`config.mk`:
```
export PLATFORM = sky130hd
export DESIGN_NAME = mem_port_arbiter
export DESIGN_NICKNAME = d
export VERILOG_FILES = /design/src/rtl/mem_pkg.sv /design/src/rtl/read_tag_pipe.sv /design/src/rtl/mem_port_arbiter.sv
export SDC_FILE = /design/constraint.sdc
export NUM_CORES = 1
export LEC_CHECK = 0
export BUFFER_PORTS_ARGS = -buffer_cell sky130_fd_sc_hd__buf_2
export CAP_MARGIN = 20
export CORE_ASPECT_RATIO = 0.75
export CORE_MARGIN = 1.5
export CORE_UTILIZATION = 35
export CTS_BUF_LIST = sky130_fd_sc_hd__clkbuf_8
export CTS_CLUSTER_DIAMETER = 120
export DETAILED_ROUTE_END_ITERATION = 6
export GPL_ROUTABILITY_DRIVEN = 0
export PLACE_DENSITY_LB_ADDON = 0.05
export SLEW_MARGIN = 10
export SYNTH_ARGS = -nofsm -noshare
export SYNTH_HDL_FRONTEND = slang
export SYNTH_SLANG_ARGS = --single-unit
export TNS_END_PERCENT = 30
```
`constraint.sdc`:
```
create_clock -name clk_i -period 5.75 [get_ports clk_i]
set_input_delay 0.2875 -clock clk_i [delete_from_list [all_inputs] [get_ports clk_i]]
set_output_delay 0.2875 -clock clk_i [all_outputs]
set_load 0.01 [all_outputs]
```
`src/rtl/mem_pkg.sv`:
```
// Shared definitions for the memory port arbiter.
//   owner_e        : identifies which requester owns a RAM read in flight.
//   DEF_ADDR_W     : default RAM word-address width.
//   DEF_DATA_W     : default RAM / register word width.
//   DEF_RD_LATENCY : default RAM read latency in cycles (legal range 1..4).
package mem_pkg;

  typedef enum logic {
    OWNER_HOST = 1'b0,
    OWNER_CONV = 1'b1
  } owner_e;

  localparam int unsigned DEF_ADDR_W     = 32;
  localparam int unsigned DEF_DATA_W     = 16;
  localparam int unsigned DEF_RD_LATENCY = 2;

endpackage

```
`src/rtl/read_tag_pipe.sv`:
```
// Read tag pipe: carries a valid bit and an owner bit alongside each RAM read so
// the returning data can be steered to the requester that issued it.
// Ports:
//   clk_i    : clock, rising edge
//   rst_i    : synchronous active-high reset, empties the pipe
//   valid_i  : a read was granted this cycle
//   owner_i  : owner of that read (mem_pkg::owner_e encoding)
//   valid_o  : a read issued DEPTH cycles ago returns this cycle
//   owner_o  : owner of the returning read
module read_tag_pipe
  import mem_pkg::*;
#(
  parameter int unsigned DEPTH = DEF_RD_LATENCY
) (
  input  logic clk_i,
  input  logic rst_i,
  input  logic valid_i,
  input  logic owner_i,
  output logic valid_o,
  output logic owner_o
);

  logic [DEPTH-1:0] vld_q, vld_d;
  logic [DEPTH-1:0] own_q, own_d;

  always_comb begin
    vld_d    = '0;
    own_d    = '0;
    vld_d[0] = valid_i;
    // Keep idle stages at a known owner so the pipe contents stay clean.
    own_d[0] = valid_i & owner_i;
    for (int unsigned i = 1; i < DEPTH; i++) begin
      vld_d[i] = vld_q[i-1];
      own_d[i] = own_q[i-1];
    end
  end

  always_ff @(posedge clk_i) begin
    if (rst_i) begin
      vld_q <= '0;
      own_q <= '0;
    end else begin
      vld_q <= vld_d;
      own_q <= own_d;
    end
  end

  assign valid_o = vld_q[DEPTH-1];
  assign owner_o = own_q[DEPTH-1];

endmodule

```
`src/rtl/mem_port_arbiter.sv`:
```
// Memory port arbiter: shares one single-port RAM between a register-mapped host
// access path (one command outstanding) and a convolution engine request port.
// Two-way round-robin arbitration, conv first after reset.
// Ports:
//   clk_i, rst_i                      : clock and synchronous active-high reset
//   host_addr_load_i, host_addr_i     : load the host address counter
//   host_wr_i, host_wdata_i           : host write command and data
//   host_rd_i                         : host read command
//   host_addr_o                       : current host address counter
//   host_busy_o                       : host command pending or in flight
//   host_rdata_o                      : last host read word (held)
//   host_drop_o                       : pulse, a host command was ignored
//   mem_done_o                        : pulse, host access completed
//   conv_req_i, conv_we_i, conv_addr_i, conv_wdata_i : conv request (held until granted)
//   conv_gnt_o                        : combinational conv grant
//   conv_rdata_o, conv_rvalid_o       : conv read return
//   ram_en_o, ram_we_o, ram_addr_o, ram_wdata_o, ram_rdata_i : single-port RAM
module mem_port_arbiter
  import mem_pkg::*;
#(
  parameter int unsigned ADDR_W     = DEF_ADDR_W,
  parameter int unsigned DATA_W     = DEF_DATA_W,
  parameter int unsigned RD_LATENCY = DEF_RD_LATENCY
) (
  input  logic              clk_i,
  input  logic              rst_i,
  // Host register path
  input  logic              host_addr_load_i,
  input  logic [ADDR_W-1:0] host_addr_i,
  input  logic              host_wr_i,
  input  logic [DATA_W-1:0] host_wdata_i,
  input  logic              host_rd_i,
  output logic [ADDR_W-1:0] host_addr_o,
  output logic              host_busy_o,
  output logic [DATA_W-1:0] host_rdata_o,
  output logic              host_drop_o,
  output logic              mem_done_o,
  // Convolution engine port
  input  logic              conv_req_i,
  input  logic              conv_we_i,
  input  logic [ADDR_W-1:0] conv_addr_i,
  input  logic [DATA_W-1:0] conv_wdata_i,
  output logic              conv_gnt_o,
  output logic [DATA_W-1:0] conv_rdata_o,
  output logic              conv_rvalid_o,
  // RAM port
  output logic              ram_en_o,
  output logic              ram_we_o,
  output logic [ADDR_W-1:0] ram_addr_o,
  output logic [DATA_W-1:0] ram_wdata_o,
  input  logic [DATA_W-1:0] ram_rdata_i
);

  // State
  logic [ADDR_W-1:0] host_addr_q, host_addr_d;
  logic              pend_q, pend_d;          // host command waiting for a grant
  logic              pend_we_q, pend_we_d;
  logic [DATA_W-1:0] pend_wdata_q, pend_wdata_d;
  logic              busy_q, busy_d;          // pending or read in flight
  logic [DATA_W-1:0] host_rdata_q, host_rdata_d;
  logic              wr_done_q, wr_done_d;
  logic              drop_q, drop_d;
  owner_e            last_q, last_d;          // owner granted most recently

  // Arbitration and return path
  logic   host_gnt, conv_gnt;
  logic   rd_gnt;
  owner_e rd_owner;
  logic   ret_vld, ret_owner;
  logic   host_ret, conv_ret;
  logic   host_cmd, host_accept;

  // Host wins a contested cycle only if conv was granted last. Nothing is
  // granted during reset so the RAM stays idle.
  assign host_gnt = ~rst_i & pend_q & (~conv_req_i | (last_q == OWNER_CONV));
  assign conv_gnt = ~rst_i & conv_req_i & ~host_gnt;

  assign rd_gnt   = (host_gnt & ~pend_we_q) | (conv_gnt & ~conv_we_i);
  assign rd_owner = host_gnt ? OWNER_HOST : OWNER_CONV;

  read_tag_pipe #(
    .DEPTH(RD_LATENCY)
  ) u_read_tag_pipe (
    .clk_i  (clk_i),
    .rst_i  (rst_i),
    .valid_i(rd_gnt),
    .owner_i(rd_owner),
    .valid_o(ret_vld),
    .owner_o(ret_owner)
  );

  assign host_ret = ~rst_i & ret_vld & (ret_owner == OWNER_HOST);
  assign conv_ret = ~rst_i & ret_vld & (ret_owner == OWNER_CONV);

  // A host read completes in its return cycle, so busy drops combinationally
  // and a new command may be accepted in that same cycle.
  assign host_busy_o = busy_q & ~host_ret;
  assign host_cmd    = host_wr_i | host_rd_i;
  assign host_accept = host_cmd & ~host_busy_o;

  always_comb begin
    host_addr_d = host_addr_q;
    if (host_gnt) begin
      host_addr_d = host_addr_q + ADDR_W'(1);
    end
    // A load in the same cycle as a command must be seen by that command.
    if (host_addr_load_i) begin
      host_addr_d = host_addr_i;
    end
  end

  always_comb begin
    pend_d       = pend_q;
    pend_we_d    = pend_we_q;
    pend_wdata_d = pend_wdata_q;
    busy_d       = busy_q;
    if (host_accept) begin
      pend_d       = 1'b1;
      pend_we_d    = host_wr_i;   // write wins when both arrive together
      pend_wdata_d = host_wdata_i;
      busy_d       = 1'b1;
    end else begin
      if (host_gnt) begin
        pend_d = 1'b0;
      end
      if ((host_gnt & pend_we_q) | host_ret) begin
        busy_d = 1'b0;
      end
    end
  end

  always_comb begin
    wr_done_d    = host_gnt & pend_we_q;
    drop_d       = (host_cmd & host_busy_o) | (host_wr_i & host_rd_i);
    host_rdata_d = host_ret ? ram_rdata_i : host_rdata_q;
    last_d       = last_q;
    if (host_gnt) begin
      last_d = OWNER_HOST;
    end else if (conv_gnt) begin
      last_d = OWNER_CONV;
    end
  end

  always_ff @(posedge clk_i) begin
    if (rst_i) begin
      host_addr_q  <= '0;
      pend_q       <= 1'b0;
      pend_we_q    <= 1'b0;
      pend_wdata_q <= '0;
      busy_q       <= 1'b0;
      host_rdata_q <= '0;
      wr_done_q    <= 1'b0;
      drop_q       <= 1'b0;
      last_q       <= OWNER_HOST;  // conv gets the first contested grant
    end else begin
      host_addr_q  <= host_addr_d;
      pend_q       <= pend_d;
      pend_we_q    <= pend_we_d;
      pend_wdata_q <= pend_wdata_d;
      busy_q       <= busy_d;
      host_rdata_q <= host_rdata_d;
      wr_done_q    <= wr_done_d;
      drop_q       <= drop_d;
      last_q       <= last_d;
    end
  end

  // RAM port
  assign ram_en_o    = host_gnt | conv_gnt;
  assign ram_we_o    = host_gnt ? pend_we_q : (conv_gnt & conv_we_i);
  assign ram_addr_o  = host_gnt ? host_addr_q : (conv_gnt ? conv_addr_i : '0);
  assign ram_wdata_o = host_gnt ? pend_wdata_q : (conv_gnt ? conv_wdata_i : '0);

  // Outputs
  assign host_addr_o   = host_addr_q;
  assign host_rdata_o  = host_rdata_d;
  assign host_drop_o   = drop_q;
  assign mem_done_o    = wr_done_q | host_ret;
  assign conv_gnt_o    = conv_gnt;
  assign conv_rvalid_o = conv_ret;
  assign conv_rdata_o  = conv_ret ? ram_rdata_i : '0;

endmodule

```
==> impl_metrics.ini, run 1 <==
[routing]
detailedRoute.firstIterationViolations = 239
postRouteAntennaNets = 0
detailedRoute.firstPassIterationCount = 4
wl_per_cell_um = 15.07
vias_per_cell = 5.137
total_vias_in_the_final_route = 4284
wirelength_um = 12570
post-route-drc-count = 0

[cells_and_area]
antennaDiodeCount = 0
fillerInstances = 1117
layout.area.seq_um2 = 1481
multi_input_area_um2 = 2354
layout-drive-gt1-share_pct = 41.64
final_nets = 809
layout.cells.most_common_list = 237 x sky130_fd_sc_hd__buf_2, 74 x sky130_fd_sc_hd__dfxtp_1, 51 x sky130_fd_sc_hd__nand2_1, 48 x sky130_fd_sc_hd__a22o_1, 36 x sky130_fd_sc_hd__nor2_1
most_common_cell_after_layout_fill_and_taps_aside = sky130_fd_sc_hd__buf_2
post_layout_utilization_of_the_core_pct = 50.18
area_growth_pct = 38.46

[floorplan]
die-width_um = 126.4
fp.coreArea_um2 = 11020
die_area_um2 = 12070
initial_core_util_pct = 36.24
placement_rows = 33
floorplan.io_pins = 238
die_h_um = 95.53

[worst_setup_path]
rrSetupSlack_ps = 3500
cp_max_fo = 37
critPathLaunchType = flip-flop
worstSetupPathType = flip-flop to output port
worstPathRequired_ps = 5460
critical_path.reg2reg.endpoint = host_addr_o[31]
rr_worst_depth = 5
timing.critical_path.arrival_ps = 2250
critPathCaptureType = output port
worst_r2r_startpoint = host_addr_o[12]

[power]
power_density_nw_per_um2 = 230.2
worst_ir_drop_vdd_v = 0.00009504
leakage_power_of_the_design_nw = 2.680

[timing]
final.hold.worst_slack_ps = 127.6
setup_repair_after_global_routing_missed_its_margin = false
fin_tns_setup_ps = 0
max_clock_freq_ghz = 0.3943
timing.slew.headroom_pct = 36.60
finalHoldViolations = 0
final_period_minus_worst_setup_slack_ps = 2536
slew_at_the_pin_with_the_worst_max_slew_slack_ps = 942.3
slew_viol_final = 0
fin_crit_sh_pct = 44.11
setup_viol = 0
fin_worst_skew_ps = 10.82

[synth]
ys_ff_latch = 74
yosysWarningCount = 0
synthDistinctLibCells = 55
synth-edff-count = 0
post_synth_inst_count = 469
syn_area_um2 = 3995
synthesis.area_per_instance_um2 = 8.518
seq_total_area_yosys_pct = 37.08
async_set_or_reset_register_ratio_after_synthesis_pct = 0
synth_top_flop_cell = sky130_fd_sc_hd__dfxtp_1
mappedNetlistNets = 589

[grt]
grt_pass1_wl_um = 19060
gr-total-overflow = 0
first_global_vias = 3736
pin_count_of_the_biggest_net_entering_global_routing = 51
grt.total_usage_pct = 20.17
grt_antenna_before_repair = 0

[clock_network]
cts-hold-fix-buffers = 0
tritoncts = built
cts_root_buf = sky130_fd_sc_hd__clkbuf_8
clock_tree.htree_level_count = 3
postcts_setup_bufs = 0
cts.path.max_buffers = 2
path_clk_slew_ps = 70
clock_latency_ps = 360
numClockSinks = 74
number_of_gates_resized_after_cts = 0
cts_inserted_buffers = 9

[hold_path]
hold_class = primary input to flip-flop
holdPathStages = 2
hold_path_startpoint = conv_we_i
hold-path-endpoint = u_read_tag_pipe.own_q[0]

[job]
cap_viol_max_count = 0

[place]
detailed_place_hpwl_um = 9301
placement.io_buffers = 237

[status]
outcome = completed
[cell families (layout without fill, tap and decap cells)]
| kind of cell | after synthesis | in the layout | synth area share, % |
|---|---|---|---|
| AO/OA/AOI/OAI | 119 | 119 | 22.05 |
| XOR/XNOR | 18 | 18 | 3.946 |
| adder cells (fa/ha/maj) | 1 | 1 | 0.3131 |
| buffers and inverters | 43 | 268 | 4.510 |
| flip-flops | 74 | 74 | 37.08 |
| multiplexers | 18 | 18 | 5.042 |
| AND/OR/NAND/NOR | 196 | 196 | 27.06 |
[flip-flops by register name, summed over array words and instances, names as in the netlist]
register	flops
busy_q	1
host_addr_o	32
host_drop_o	1
host_rdata_q	16
last_q	1
pend_q	1
pend_wdata_q	16
pend_we_q	1
u_read_tag_pipe.own_q	2
u_read_tag_pipe.vld_q	2
wr_done_q	1
[Yosys cell counts, drive strengths merged, types with 4 or more instances]
master  instances  area [um2]
dfxtp          74        1481
nand2          51       191.4
a22o           48       420.4
nor2           38       145.1
clkbuf         31       117.6
a21oi          24       120.1
nor2b          23       143.9
and2           20       125.1
a211oi         17       127.6
mux2           17       191.4
nand4          15       108.9
xor2           12       105.1
o21ai           9       45.04
nand3           8       40.04
nor3            8       51.30
inv             7       26.28
a311oi          6       52.55
xnor2           6       52.55
buf             5       36.28
nor4            5       52.55
or3             5       31.28
and4            4       35.03
[cell type report]
class                      instances  area share, %
tap                              140          3.167
timing repair buffer             245          22.89
multi-input combinational        352          42.55
clock buffer                      11          2.737
sequential                        74          26.78
inverter                           7         0.4750
clock inverter                     5          1.402
[report_power, final]
part           total [W]  switching (W)  leakage, nW  internal, W
Clock           0.000462       0.000196        0.121     0.000266
Combinational   0.000230       0.000120         1.95     0.000110
Sequential      0.000581      0.0000381        0.610     0.000543
[metal layers]
layer | up-vias | wire (um) | track usage, %
met5 | - | 0 | 0
met4 | 0 | 162 | 6.226
met3 | 16 | 739 | 4.938
met2 | 164 | 5536 | 31.69
met1 | 1968 | 6131 | 27.43
li1 | 2136 | - | -
[critical path, stage by stage, from the launching register on]
cell	delay [ps]
sky130_fd_sc_hd__dfxtp_1	400
sky130_fd_sc_hd__a211oi_4	640
sky130_fd_sc_hd__buf_4	480
sky130_fd_sc_hd__a22o_1	220
sky130_fd_sc_hd__buf_2	130
[metrics by stage]
step	area (um2)	setup slack, ps	std cells	power, W
5_1_grt	5532	3040	834	0.001337
3_3_place_gp	5275	3136	817	0.0008171
6_report	5532	3214	834	0.001273
4_1_cts	5504	3148	833	0.001286
3_5_place_dp	5275	2985	817	0.0008217
2_1_floorplan	3995	3745	469	0.0007107
[how the worst max path moves through the flow]
stage	startpoint	to	slack [ps]	depth (start not counted)
3_3_place_gp	rst_i	pend_wdata_q[12]	3140	9
3_5_place_dp	rst_i	pend_wdata_q[11]	2990	9
4_1_cts	last_q	ram_wdata_o[11]	3150	4
6_report	pend_q	ram_wdata_o[11]	3210	4
5_1_grt	pend_q	ram_wdata_o[13]	3040	4
2_1_floorplan	host_addr_o[2]	host_addr_o[22]	3750	6
(Power assumes the default switching activity.)
==> run 2, diff against run 1 <==
==> constraint.sdc (replaced) <==
create_clock -name clk_i -period 2.2 [get_ports clk_i]
set_input_delay 0.11 -clock clk_i [delete_from_list [all_inputs] [get_ports clk_i]]
set_output_delay 0.11 -clock clk_i [all_outputs]
set_load 0.01 [all_outputs]
==> impl_metrics.ini, run 2 (synthesized netlist as in run 1, its figures left out) <==
[cells_and_area]
most_common_cell_after_layout_fill_and_taps_aside = sky130_fd_sc_hd__buf_2
final_cell_area_um2 = 5819
fillerInstances = 1105
post_layout_utilization_of_the_core_pct = 52.79
layout.area.seq_um2 = 1483
multi_input_area_um2 = 2359
largest_reg_flops = 32
layout.cells.most_common_list = 237 x sky130_fd_sc_hd__buf_2, 73 x sky130_fd_sc_hd__dfxtp_1, 51 x sky130_fd_sc_hd__nand2_1, 48 x sky130_fd_sc_hd__a22o_1, 36 x sky130_fd_sc_hd__nor2_1
final_nets = 844
antennaDiodeCount = 0
layout-drive-gt1-share_pct = 41.98
area_growth_pct = 45.66

[routing]
routed-wl-met3_um = 758
total_vias_in_the_final_route = 4386
wirelength_um = 12850
postRouteAntennaNets = 0
vias_per_cell = 5.047
maxUsedRoutingLayer = met5
wirelength_met1_um = 6264
post-route-drc-count = 0
wl_per_cell_um = 14.78
detailedRoute.firstIterationViolations = 237
met2WireLength_um = 5671
detailedRoute.firstPassIterationCount = 4

[timing]
slew_viol_final = 0
timing.slew.headroom_pct = 54.83
setup_viol = 0
final_period_minus_worst_setup_slack_ps = 2059
fin_crit_sh_pct = 93.60
max_clock_freq_ghz = 0.4856
finalHoldViolations = 0
fin_worst_skew_ps = 6.831
setup_repair_after_global_routing_missed_its_margin = false
final.setup.worst_slack_ps = 140.7
slew_at_the_pin_with_the_worst_max_slew_slack_ps = 676.8
fin_tns_setup_ps = 0

[worst_setup_path]
worstPathRequired_ps = 2410
rr_worst_depth = 5
critPathLaunchType = flip-flop
critPathCaptureType = flip-flop
cp_max_fo = 10
critical_path.reg2reg.endpoint = host_addr_o[22]
worst_r2r_startpoint = host_addr_o[1]
worstSetupPathType = flip-flop to flip-flop
timing.critical_path.arrival_ps = 2270
rrSetupSlack_ps = 140

[grt]
first_global_vias = 3891
grt_pass1_wl_um = 19700
grt.total_usage_pct = 20.61
gr-total-overflow = 0
grt_antenna_before_repair = 1
pin_count_of_the_biggest_net_entering_global_routing = 56

[clock_network]
clock_latency_ps = 350
cts_root_buf = sky130_fd_sc_hd__clkbuf_8
tritoncts = built
path_clk_slew_ps = 80
clock_tree.htree_level_count = 3
numClockSinks = 74
cts_inserted_buffers = 9
cts.path.max_buffers = 2

[power]
worst_ir_drop_vdd_v = 0.0002546
leakage_power_of_the_design_nw = 2.837
seq_power_share_pct = 46.3
power.share.clock_pct = 32.7
power.share.combinational_pct = 21.0
p_int_w = 0.002325
switching_share_pct = 28.14
power_density_nw_per_um2 = 556.0
power.net_switching_w = 0.0009103
power.total_w = 0.003235

[floorplan]
die_h_um = 95.53
die-width_um = 126.4
fp.coreArea_um2 = 11020
placement_rows = 33
floorplan.io_pins = 238
die_area_um2 = 12070
initial_core_util_pct = 36.24

[place]
detailed_place.area_um2 = 5435
placement.io_buffers = 237
detailed_place_hpwl_um = 9584
dp_worst_setup_slack_ps = 162.9

[status]
outcome = completed

[hold_path]
hold-path-endpoint = host_addr_o[25]
hold_path_startpoint = host_addr_i[25]
hold_class = primary input to flip-flop
holdPathStages = 3

[job]
cap_viol_max_count = 0
==> run 2: how the worst max path moves through the flow <==
stage / end / start / slack [ps] / cells after the start
6_report: host_addr_o[22] / host_addr_o[1] / 140 / 5
5_1_grt: host_addr_o[16] / host_addr_o[1] / 6 / 5
4_1_cts: host_addr_o[16] / host_addr_o[0] / 150 / 5
3_5_place_dp: host_addr_o[16] / host_addr_o[0] / 160 / 5
3_3_place_gp: host_addr_o[22] / host_addr_o[0] / 250 / 5
2_1_floorplan: host_addr_o[22] / host_addr_o[2] / 200 / 6
==> run 2: cell type report <==
type | count | share of cell area [%]
timing repair buffer | 280 | 27.13
tap | 140 | 3.010
clock inverter | 5 | 0.7955
sequential | 74 | 25.48
inverter | 7 | 0.4515
clock buffer | 11 | 2.602
multi-input combinational | 352 | 40.53
==> run 2: per-layer routing <==
metal / global-route usage, % / vias to the layer above
li1: - / 2209
met4: 4.789 / 2
met5: 0 / -
met1: 28.46 / 2001
met3: 4.994 / 13
met2: 32.56 / 161
==> run 2: power by group through the flow <==
stage | combinational [W] | clock (W) | sequential (W)
after floorplan | 0.000321 | 0 | 0.00154
after global placement | 0.000649 | 0 | 0.00152
after detailed placement | 0.000654 | 0 | 0.00153
after CTS | 0.000680 | 0.00109 | 0.00150
after global routing | 0.000747 | 0.00115 | 0.00151
final | 0.000679 | 0.00106 | 0.00150
==> run 2: per-stage QoR <==
stage / instances / hold WS (ps)
detailed placement: 835 / 297.2
floorplan: 469 / 189.0
CTS: 869 / 10.30
global placement: 835 / 298.1
global route: 869 / 13.38
finish: 869 / 25.02
==> run 2: repair_timing <==
action | 4_1_cts | 5_1_grt
hold buffers | 18 | 0
gates resized for setup | 0 | 2
setup endpoints to repair | 0 | 2
buffers inserted | 0 | 0
hold endpoints to repair | 18 | 0
==> run 2: worst max-delay path, cell delays in order (launching register included) <==
cell	delay (ps)
sky130_fd_sc_hd__dfxtp_1	400
sky130_fd_sc_hd__ha_1	180
sky130_fd_sc_hd__or4b_4	560
sky130_fd_sc_hd__or3_1	350
sky130_fd_sc_hd__nor4b_1	340
sky130_fd_sc_hd__a2111oi_2	80
==> run 3, diff against run 2 <==
==> constraint.sdc (replaced) <==
create_clock -name clk_i -period 2.2 [get_ports clk_i]
set_input_delay 0.11 -clock clk_i [delete_from_list [all_inputs] [get_ports clk_i]]
set_output_delay 0.11 -clock clk_i [all_outputs]
set_load 0.02 [all_outputs]
==> impl_metrics.ini, run 3 (synthesized netlist as in run 1, its figures left out) <==
[place]
placed_cells = 838
detailed_place.area_um2 = 5445
detailed_place_hpwl_um = 9592
placement.io_buffers = 237

[timing]
slew_at_the_pin_with_the_worst_max_slew_slack_ps = 705.5
timing.slew.headroom_pct = 52.92
fin_tns_setup_ps = 0
setup_repair_after_global_routing_missed_its_margin = false
final_period_minus_worst_setup_slack_ps = 2045
finalHoldViolations = 0
fin_crit_sh_pct = 92.95
fin_worst_skew_ps = 14.33
setup_viol = 0
slew_viol_final = 0
max_clock_freq_ghz = 0.4890

[cells_and_area]
area_growth_pct = 45.82
largest_reg_flops = 32
fin_cells = 872
fillerInstances = 1101
most_common_cell_after_layout_fill_and_taps_aside = sky130_fd_sc_hd__buf_2
final_cell_area_um2 = 5826
layout.cells.most_common_list = 237 x sky130_fd_sc_hd__buf_2, 74 x sky130_fd_sc_hd__dfxtp_1, 51 x sky130_fd_sc_hd__nand2_1, 48 x sky130_fd_sc_hd__a22o_1, 36 x sky130_fd_sc_hd__nor2_1
layout-drive-gt1-share_pct = 42.08
final_nets = 848
multi_input_area_um2 = 2359
antennaDiodeCount = 0
layout.area.seq_um2 = 1481
post_layout_utilization_of_the_core_pct = 52.84

[worst_setup_path]
rrSetupSlack_ps = 160
timing.critical_path.arrival_ps = 2300
worstPathRequired_ps = 2450
critPathLaunchType = flip-flop
critPathCaptureType = flip-flop
cp_max_fo = 10
worstSetupPathType = flip-flop to flip-flop

[power]
power.total_w = 0.003269
power_density_nw_per_um2 = 561.2
leakage_power_of_the_design_nw = 2.843
worst_ir_drop_vdd_v = 0.0002543

[routing]
total_vias_in_the_final_route = 4369
post-route-drc-count = 0
vias_per_cell = 5.010
detailedRoute.firstPassIterationCount = 4
detailedRoute.firstIterationViolations = 216
postRouteAntennaNets = 0
wl_per_cell_um = 14.83
wirelength_um = 12930

[clock_network]
tritoncts = built
postcts_setup_bufs = 0
numClockSinks = 74
clock_latency_ps = 350
clock_tree.htree_level_count = 3
cts_inserted_buffers = 9
cts.path.max_buffers = 2
path_clk_slew_ps = 70
cts_root_buf = sky130_fd_sc_hd__clkbuf_8

[job]
cap_viol_max_count = 0

[hold_path]
hold_class = primary input to flip-flop

[status]
outcome = completed

[floorplan]
die-width_um = 126.4
die_h_um = 95.53
initial_core_util_pct = 36.24
fp.coreArea_um2 = 11020
placement_rows = 33
floorplan.io_pins = 238
die_area_um2 = 12070

[grt]
first_global_vias = 3962
gr-total-overflow = 0
grt.total_usage_pct = 20.83
pin_count_of_the_biggest_net_entering_global_routing = 55
grt_pass1_wl_um = 19850
grt_antenna_before_repair = 1
-- run 3: per-layer routing --
| layer | vias to the layer above | track usage [%] | part of all wire (%) |
|---|---|---|---|
| met4 | 2 | 4.789 | 0.75 |
| met2 | 150 | 34.38 | 46 |
| met3 | 9 | 5.107 | 5.5 |
| li1 | 2210 | - | - |
| met1 | 1998 | 27.65 | 47 |
| met5 | - | 0 | 0.093 |
-- run 3: through the flow --
stage / hold WS [ps] / worst slack [ps]
finish: 31.49 / 155.0
global route: 8.178 / 1.544
CTS: 5.234 / 161.8
detailed placement: 301.1 / 157.9
global placement: 299.6 / 251.4
floorplan: 189.0 / 106.1
-- run 3: critical path: stages (launching register included) --
cell                      delay, ps
sky130_fd_sc_hd__dfxtp_1        330
sky130_fd_sc_hd__nand4_1        200
sky130_fd_sc_hd__or4b_4         650
sky130_fd_sc_hd__nor4_1         230
sky130_fd_sc_hd__mux2_2         370
sky130_fd_sc_hd__nor3_1         180
-- run 3: layout make-up --
class                      instances  area share, %
clock buffer                      10          2.363
sequential                        74          25.43
timing repair buffer             284          27.45
clock inverter                     5         0.8162
multi-input combinational        352          40.49
inverter                           7         0.4510
tap                              140          3.007
-- run 3: final timing paths --
path / from / endpoint / cells past startpoint
setup / recovery: host_addr_o[5] / host_addr_o[16] / 5
hold / removal: host_addr_i[3] / host_addr_o[3] / 3
setup reg to reg: host_addr_o[5] / host_addr_o[16] / 5
hold reg to reg: u_read_tag_pipe.vld_q[0] / u_read_tag_pipe.vld_q[1] / 1
-- run 3: what timing repair did --
item	CTS	global route
hold buffers	19	0
resized for setup	0	1
hold endpoints to repair	19	0
setup endpoints to repair	0	2
-- run 3: power by group --
group	internal (W)	leakage, nW	switching, W
combinational	0.000336	2.13	0.000427
sequential	0.00142	0.610	0.0000765
clock	0.000537	0.105	0.000473
